===== src/rtl/pipelined_shifter_if.sv =====
// Operand/result handshake bundle for the pipelined shifter.
// The master side issues operations and consumes results; the slave side is the shifter.
interface pipelined_shifter_if #(
  parameter int WIDTH = 32,
  parameter int TAG_W = 4
);
  localparam int SHW = $clog2(WIDTH);

  logic             in_valid;
  logic             in_ready;
  logic [WIDTH-1:0] in_src;
  logic [SHW-1:0]   in_shamt;
  logic [1:0]       in_op;
  logic [TAG_W-1:0] in_tag;
  logic             out_valid;
  logic             out_ready;
  logic [WIDTH-1:0] out_data;
  logic [TAG_W-1:0] out_tag;

  modport master (
    output in_valid, in_src, in_shamt, in_op, in_tag, out_ready,
    input  in_ready, out_valid, out_data, out_tag
  );

  modport slave (
    input  in_valid, in_src, in_shamt, in_op, in_tag, out_ready,
    output in_ready, out_valid, out_data, out_tag
  );
endinterface


===== src/rtl/pipelined_shifter.sv =====
// Pipelined SLL/SRL/SRA/ROR shifter built as a log2(WIDTH)-level mux cascade.
// Levels run from the largest shift (2^(SHW-1)) down to 1; a register bank follows
// every REG_EVERY levels, and each bank carries data, shift amount, op, tag, the
// original sign bit and a valid flag. Backpressure ripples combinationally from
// out_ready, so empty stages keep absorbing new work while the tail is stalled.
module pipelined_shifter #(
  parameter int WIDTH     = 32,
  parameter int REG_EVERY = 1,
  parameter int TAG_W     = 4
) (
  input logic                 clk_i,
  input logic                 rst_i,
  pipelined_shifter_if.slave  bus
);
  localparam int SHW = $clog2(WIDTH);
  localparam int L   = (SHW + REG_EVERY - 1) / REG_EVERY;

  typedef enum logic [1:0] {
    OP_SLL = 2'b00,
    OP_SRL = 2'b01,
    OP_SRA = 2'b10,
    OP_ROR = 2'b11
  } op_e;

  // One mux level: shift by 2^k with the fill rule of the operation.
  // The arithmetic fill uses the sign of the original operand, not the current data.
  function automatic logic [WIDTH-1:0] shift_level(
    input logic [WIDTH-1:0] d,
    input op_e              op,
    input logic             sign,
    input int               k
  );
    int               amt;
    logic [WIDTH-1:0] fill;
    amt  = 1 << k;
    fill = ~({WIDTH{1'b1}} >> amt);
    case (op)
      OP_SLL:  shift_level = d << amt;
      OP_SRL:  shift_level = d >> amt;
      OP_SRA:  shift_level = (d >> amt) | (sign ? fill : '0);
      default: shift_level = (d >> amt) | (d << (WIDTH - amt));
    endcase
  endfunction

  // Stage registers
  logic [L-1:0]     valid_q;
  logic [WIDTH-1:0] data_q  [L];
  logic [SHW-1:0]   sham_q  [L];
  op_e              op_q    [L];
  logic [TAG_W-1:0] tag_q   [L];
  logic             sign_q  [L];

  // Stage inputs (what each bank would capture) and shifted data
  logic [L-1:0]     in_v;
  logic [WIDTH-1:0] in_d    [L];
  logic [SHW-1:0]   in_sh   [L];
  op_e              in_op   [L];
  logic [TAG_W-1:0] in_tag  [L];
  logic             in_sg   [L];
  logic [WIDTH-1:0] nx_d    [L];
  logic [SHW-1:0]   sh_tmp;

  // Per-stage load enables and the ripple accumulator that builds them
  logic [L-1:0]     rdy;
  logic             rdy_acc;

  // Route the bus into stage 0 and each bank's outputs into the next stage.
  always_comb begin
    in_v = '0;
    for (int s = 0; s < L; s++) begin
      in_d[s]   = '0;
      in_sh[s]  = '0;
      in_op[s]  = OP_SLL;
      in_tag[s] = '0;
      in_sg[s]  = 1'b0;
    end
    in_v[0]   = bus.in_valid;
    in_d[0]   = bus.in_src;
    in_sh[0]  = bus.in_shamt;
    in_op[0]  = op_e'(bus.in_op);
    in_tag[0] = bus.in_tag;
    in_sg[0]  = bus.in_src[WIDTH-1];
    for (int s = 1; s < L; s++) begin
      in_v[s]   = valid_q[s-1];
      in_d[s]   = data_q[s-1];
      in_sh[s]  = sham_q[s-1];
      in_op[s]  = op_q[s-1];
      in_tag[s] = tag_q[s-1];
      in_sg[s]  = sign_q[s-1];
    end
  end

  // Apply the mux levels owned by each stage; level k = SHW-1-j belongs to stage j/REG_EVERY.
  always_comb begin
    sh_tmp = '0;
    for (int s = 0; s < L; s++) begin
      nx_d[s] = in_d[s];
      for (int j = 0; j < SHW; j++) begin
        if ((j / REG_EVERY) == s) begin
          sh_tmp = in_sh[s] >> (SHW - 1 - j);
          if (sh_tmp[0]) begin
            nx_d[s] = shift_level(nx_d[s], in_op[s], in_sg[s], SHW - 1 - j);
          end
        end
      end
    end
  end

  // A stage may load when it is empty or the stage after it can move on.
  always_comb begin
    rdy     = '0;
    rdy_acc = bus.out_ready;
    for (int s = L - 1; s >= 0; s--) begin
      rdy_acc = ~valid_q[s] | rdy_acc;
      rdy[s]  = rdy_acc;
    end
  end

  // Advance the pipeline; payload only changes when a real operation moves in.
  always_ff @(posedge clk_i) begin
    if (rst_i) begin
      valid_q <= '0;
      for (int s = 0; s < L; s++) begin
        data_q[s] <= '0;
        sham_q[s] <= '0;
        op_q[s]   <= OP_SLL;
        tag_q[s]  <= '0;
        sign_q[s] <= 1'b0;
      end
    end else begin
      for (int s = 0; s < L; s++) begin
        if (rdy[s]) begin
          valid_q[s] <= in_v[s];
          if (in_v[s]) begin
            data_q[s] <= nx_d[s];
            sham_q[s] <= in_sh[s];
            op_q[s]   <= in_op[s];
            tag_q[s]  <= in_tag[s];
            sign_q[s] <= in_sg[s];
          end
        end
      end
    end
  end

  assign bus.in_ready  = rdy[0];
  assign bus.out_valid = valid_q[L-1];
  assign bus.out_data  = data_q[L-1];
  assign bus.out_tag   = tag_q[L-1];

endmodule

===== src/flat_wrapper.sv =====
// flat-port wrapper written by rule: the top's interface ports become plain ports
module pipelined_shifter_flat 
#(
  parameter int WIDTH     = 32,
  parameter int REG_EVERY = 1,
  parameter int TAG_W     = 4
)
  (clk_i, rst_i, bus_in_valid, bus_in_src, bus_in_shamt, bus_in_op, bus_in_tag, bus_out_ready, bus_in_ready, bus_out_valid, bus_out_data, bus_out_tag);
  pipelined_shifter_if #(.WIDTH(WIDTH), .TAG_W(TAG_W)) bus_i ();
  input logic clk_i;
  input logic rst_i;
  input wire logic [$bits(bus_i.in_valid)-1:0] bus_in_valid;
  input wire logic [$bits(bus_i.in_src)-1:0] bus_in_src;
  input wire logic [$bits(bus_i.in_shamt)-1:0] bus_in_shamt;
  input wire logic [$bits(bus_i.in_op)-1:0] bus_in_op;
  input wire logic [$bits(bus_i.in_tag)-1:0] bus_in_tag;
  input wire logic [$bits(bus_i.out_ready)-1:0] bus_out_ready;
  output wire logic [$bits(bus_i.in_ready)-1:0] bus_in_ready;
  output wire logic [$bits(bus_i.out_valid)-1:0] bus_out_valid;
  output wire logic [$bits(bus_i.out_data)-1:0] bus_out_data;
  output wire logic [$bits(bus_i.out_tag)-1:0] bus_out_tag;
  assign bus_i.in_valid = bus_in_valid;
  assign bus_i.in_src = bus_in_src;
  assign bus_i.in_shamt = bus_in_shamt;
  assign bus_i.in_op = bus_in_op;
  assign bus_i.in_tag = bus_in_tag;
  assign bus_i.out_ready = bus_out_ready;
  assign bus_in_ready = bus_i.in_ready;
  assign bus_out_valid = bus_i.out_valid;
  assign bus_out_data = bus_i.out_data;
  assign bus_out_tag = bus_i.out_tag;
  pipelined_shifter #(.WIDTH(WIDTH), .REG_EVERY(REG_EVERY), .TAG_W(TAG_W)) u_core (.clk_i(clk_i), .rst_i(rst_i), .bus(bus_i));
endmodule

===== config.mk =====
export PLATFORM = sky130hd
export DESIGN_NAME = pipelined_shifter_flat
export DESIGN_NICKNAME = d
export VERILOG_FILES = /design/src/rtl/pipelined_shifter_if.sv /design/src/rtl/pipelined_shifter.sv /design/src/flat_wrapper.sv
export SDC_FILE = /design/constraint.sdc
export NUM_CORES = 1
export LEC_CHECK = 0
export ABC_CLOCK_PERIOD_IN_PS = 10830
export CAP_MARGIN = 20
export CORE_ASPECT_RATIO = 1.1
export CORE_MARGIN = 1.5
export CORE_UTILIZATION = 40
export CTS_BUF_LIST = sky130_fd_sc_hd__clkbuf_16
export DETAILED_ROUTE_END_ITERATION = 8
export DONT_BUFFER_PORTS = 1
export SETUP_SLACK_MARGIN = 0.05
export SYNTH_ARGS = -nofsm -noshare
export SYNTH_HDL_FRONTEND = slang
export SYNTH_SLANG_ARGS = --single-unit
export TNS_END_PERCENT = 5

===== constraint.sdc =====
create_clock -name clk_i -period 10.83 [get_ports clk_i]
set_input_delay 3.249 -clock clk_i [delete_from_list [all_inputs] [get_ports clk_i]]
set_output_delay 3.249 -clock clk_i [all_outputs]
set_load 0.05 [all_outputs]

==> results.cfg <==
[status]
outcome = finished clean

[place]
port_buffers = 0
placed_area_um2 = 10600
dp_hpwl_mm = 13.4
gp_congestion = 0.819

[synth]
synth_largest_area_cell = edfxtp_1
synth_warnings = 0
synth_area_um2 = 10700
synthArstFlopShare_pct = 0
synthTopCellsByArea = edfxtp_1, a311oi_1, nor2_1, nand2_1, nor2b_1
synth_seq_area_share_pct = 57.5
yosys.area.top_type_share_pct = 56.6
synthFlopType = edfxtp_1
avgSynthCellArea_um2 = 10.4
synth_edf_count = 202
syn_inst = 1028
ys_seq_elements = 207
syn_nets = 1075
ys_types = 29

[floorplan]
dieArea_um2 = 27800
num_rows = 62
die_y_um = 175
fp.dieW_um = 159
start_util_pct = 40.9
io_pins = 85
coreArea_um2 = 26200

[run]
maxCapViolCount = 0

[setup_path]
r2r_cells = 5
cp.arrival_ns = 4.01
reg2reg_from = u_core.valid_q[4]$_SDFFE_PP0P_
critPathKind = input port to output pin
crit_fanout = 5
critPathCaptureType = output pin
worst_path_max_delay_cell = and4b_1
timing.rr.end = u_core.data_q[0][31]$_SDFFCE_PN0P_
path_cells = and4b_1 -> nand3_2
setup.worst_path.end = bus_in_ready
cp_top_family = simple AND/OR/NAND/NOR gates
critPathBufInv = 0
required_ns = 7.58
critical_path_depth = 2
crit_start = bus_out_ready
max_stage_delay_ns = 0.39
ff2ff_setup_slack_ns = 7.19
worstSetupStartpointType = input port

[route]
drt-total-wl_mm = 19.8
firstDrtPassIters = 5
drt-initial-drc-count = 411
route.detailed.drc = 0
via_per_inst = 5.39
ant_nets = 0
vias = 7086
routedWlPerCell_um = 15.0

[hold_path]
hp-class = flip-flop to flip-flop

[power_and_ir_drop]
netSwitchingPower_uw = 534
leakage_nw = 3.90
power_frac_seq_pct = 51.3
p_clk_share_pct = 38.4
peakVddDrop_mv = 0.0967
p_int_mw = 1.54
combPwrFrac_pct = 10.4
switching_share_pct = 25.8
power.density_nw_per_um2 = 181

[sta]
finClkSkew_ns = 0.0141
max_freq_mhz = 138
tns_ns = 0
slew_headroom_pct = 31.8
min_period_ns = 7.26
hold_slack_ns = 0.531
rsz0062_at_grt = no
setup_viol = 0
period_share_pct = 67.0
slew_violations = 0
timing.final.hold_violations = 0
max_slew.worst_pin.slew_ns = 1.02

[cells_and_area]
n_fill_cell = 2504
regArea_um2 = 6170
nets = 991
multiInputGateArea_um2 = 3850
num_antenna_cells = 0
final_cell_area_um2 = 11400
layout-drive-gt1-share_pct = 6.65
area_delta_synth_final_pct = 6.51

[clocking]
cts_buffer_depth = 3
post_cts_buffers = 0
postCtsResizedCells = 0
cts_buffers = 24
cts.sinks = 207
clk_latency_ns = 0.51
cts.clk_slew.worst_paths_ns = 0.06
cts_hold_buf = 0
cts_tree = done
cts_max_level = 1
cts_root_buf = clkbuf_16

[global_route]
grt_busiest_layer = met2
grt_overflow_total = 0
use_met1_pct = 17.7
grt_pass1_wl_mm = 32.2
grt.met3_usage_pct = 2.61
grt_pass1_vias = 6374
grt_max_degree = 85
grt_usage_pct = 13.8
antenna_found_initial = 0
gr-usage-met2_pct = 23.7
## worst min-delay path by stage
stage                     cells after the start                           endpoint  slack [ns]                         startpoint
after floorplan                               2     u_core.valid_q[3]$_SDFFE_PP0P_        0.49     u_core.valid_q[2]$_SDFFE_PP0P_
after global placement                        1  u_core.tag_q[0][17]$_SDFFCE_PN0P_        0.51  u_core.tag_q[0][13]$_SDFFCE_PN0P_
after detailed placement                      1  u_core.sham_q[0][6]$_SDFFCE_PN0P_        0.52  u_core.sham_q[0][1]$_SDFFCE_PN0P_
after CTS                                     1  u_core.sham_q[0][6]$_SDFFCE_PN0P_        0.54  u_core.sham_q[0][1]$_SDFFCE_PN0P_
after global routing                          1  u_core.sham_q[0][5]$_SDFFCE_PN0P_        0.55  u_core.sham_q[0][0]$_SDFFCE_PN0P_
final                                         1  u_core.sham_q[0][6]$_SDFFCE_PN0P_        0.53  u_core.sham_q[0][1]$_SDFFCE_PN0P_
## synthesized netlist by cell type (5+ instances only)
cell and number:
clkbuf_1 60, a211oi_1 30, a21o_1 33, dfxtp_1 5, buf_2 10, nand2b_1 16, buf_6 8, nor2_1 156
buf_1 7, nand2_1 141, nor2b_1 65, o21ai_0 59, edfxtp_1 202, a21oi_1 35, a311oi_1 98, a22oi_1 31
buf_4 44, nand3_1 12
## cell usage in the layout (no fill, tap or decap), drive strengths merged, types with 4 or more instances in the layout
| master | Yosys | layout |
|---|---|---|
| inv | 2 | 4 |
| nand3 | 13 | 13 |
| nand2b | 16 | 16 |
| a22oi | 31 | 31 |
| o21ai | 59 | 59 |
| nor2b | 65 | 65 |
| buf | 69 | 19 |
| a311oi | 98 | 98 |
| a21o | 33 | 33 |
| nand2 | 141 | 141 |
| clkbuf | 60 | 25 |
| nor2 | 157 | 157 |
| dfxtp | 5 | 5 |
| a21oi | 35 | 35 |
| a211oi | 30 | 30 |
| edfxtp | 202 | 202 |
| clkinv | 0 | 12 |
## per-stage QoR
stage / total power [mW] / worst slack, ns / utilization, % / instances
final: 2.07 / 3.57 / 43.6 / 1314
after global routing: 2.17 / 3.52 / 43.6 / 1314
after CTS: 2.10 / 3.58 / 43.4 / 1310
after detailed placement: 1.30 / 3.59 / 40.3 / 1266
after global placement: 1.29 / 3.59 / 40.3 / 1266
after floorplan: 1.26 / 3.71 / - / 1028
## final cells by class
cell class | instances | share of cell area, %
timing repair buffer | 19 | 1.36
inverter | 2 | 0.0657
tap | 352 | 3.86
clock inverter | 19 | 1.54
sequential | 207 | 54.0
multi-input combinational | 690 | 33.7
clock buffer | 25 | 5.48
## layer usage
layer	vias to the layer above	wire, µm
met3	30	911
met2	172	9670
met5	-	0
met4	0	443
met1	3290	8740
li1	3594	-
## kinds of logic (layout without fill, tap and decap cells)
logic type / count (synthesis) / after routing / synth area share, %
AO/OA/AOI/OAI: 292 / 292 / 19.4
buffers and inverters: 131 / 65 / 6.80
flip-flops: 207 / 207 / 57.5
multiplexers: 1 / 1 / 0.105
AND/OR/NAND/NOR: 397 / 397 / 16.2
## flip-flops by register name, summed over array words and instances (netlist names)
signal,count
u_core.op_q,8
u_core.sham_q,10
u_core.valid_q,5
u_core.data_q,160
u_core.sign_q,4
u_core.tag_q,20
## power groups by stage
stage,clock [mW],sequential (mW),combinational (mW)
floorplan,0,1.02,0.246
global placement,0,1.08,0.212
detailed placement,0,1.08,0.215
CTS,0.822,1.06,0.216
global route,0.855,1.07,0.246
finish,0.795,1.06,0.215
Power figures use the tool's default switching activity.
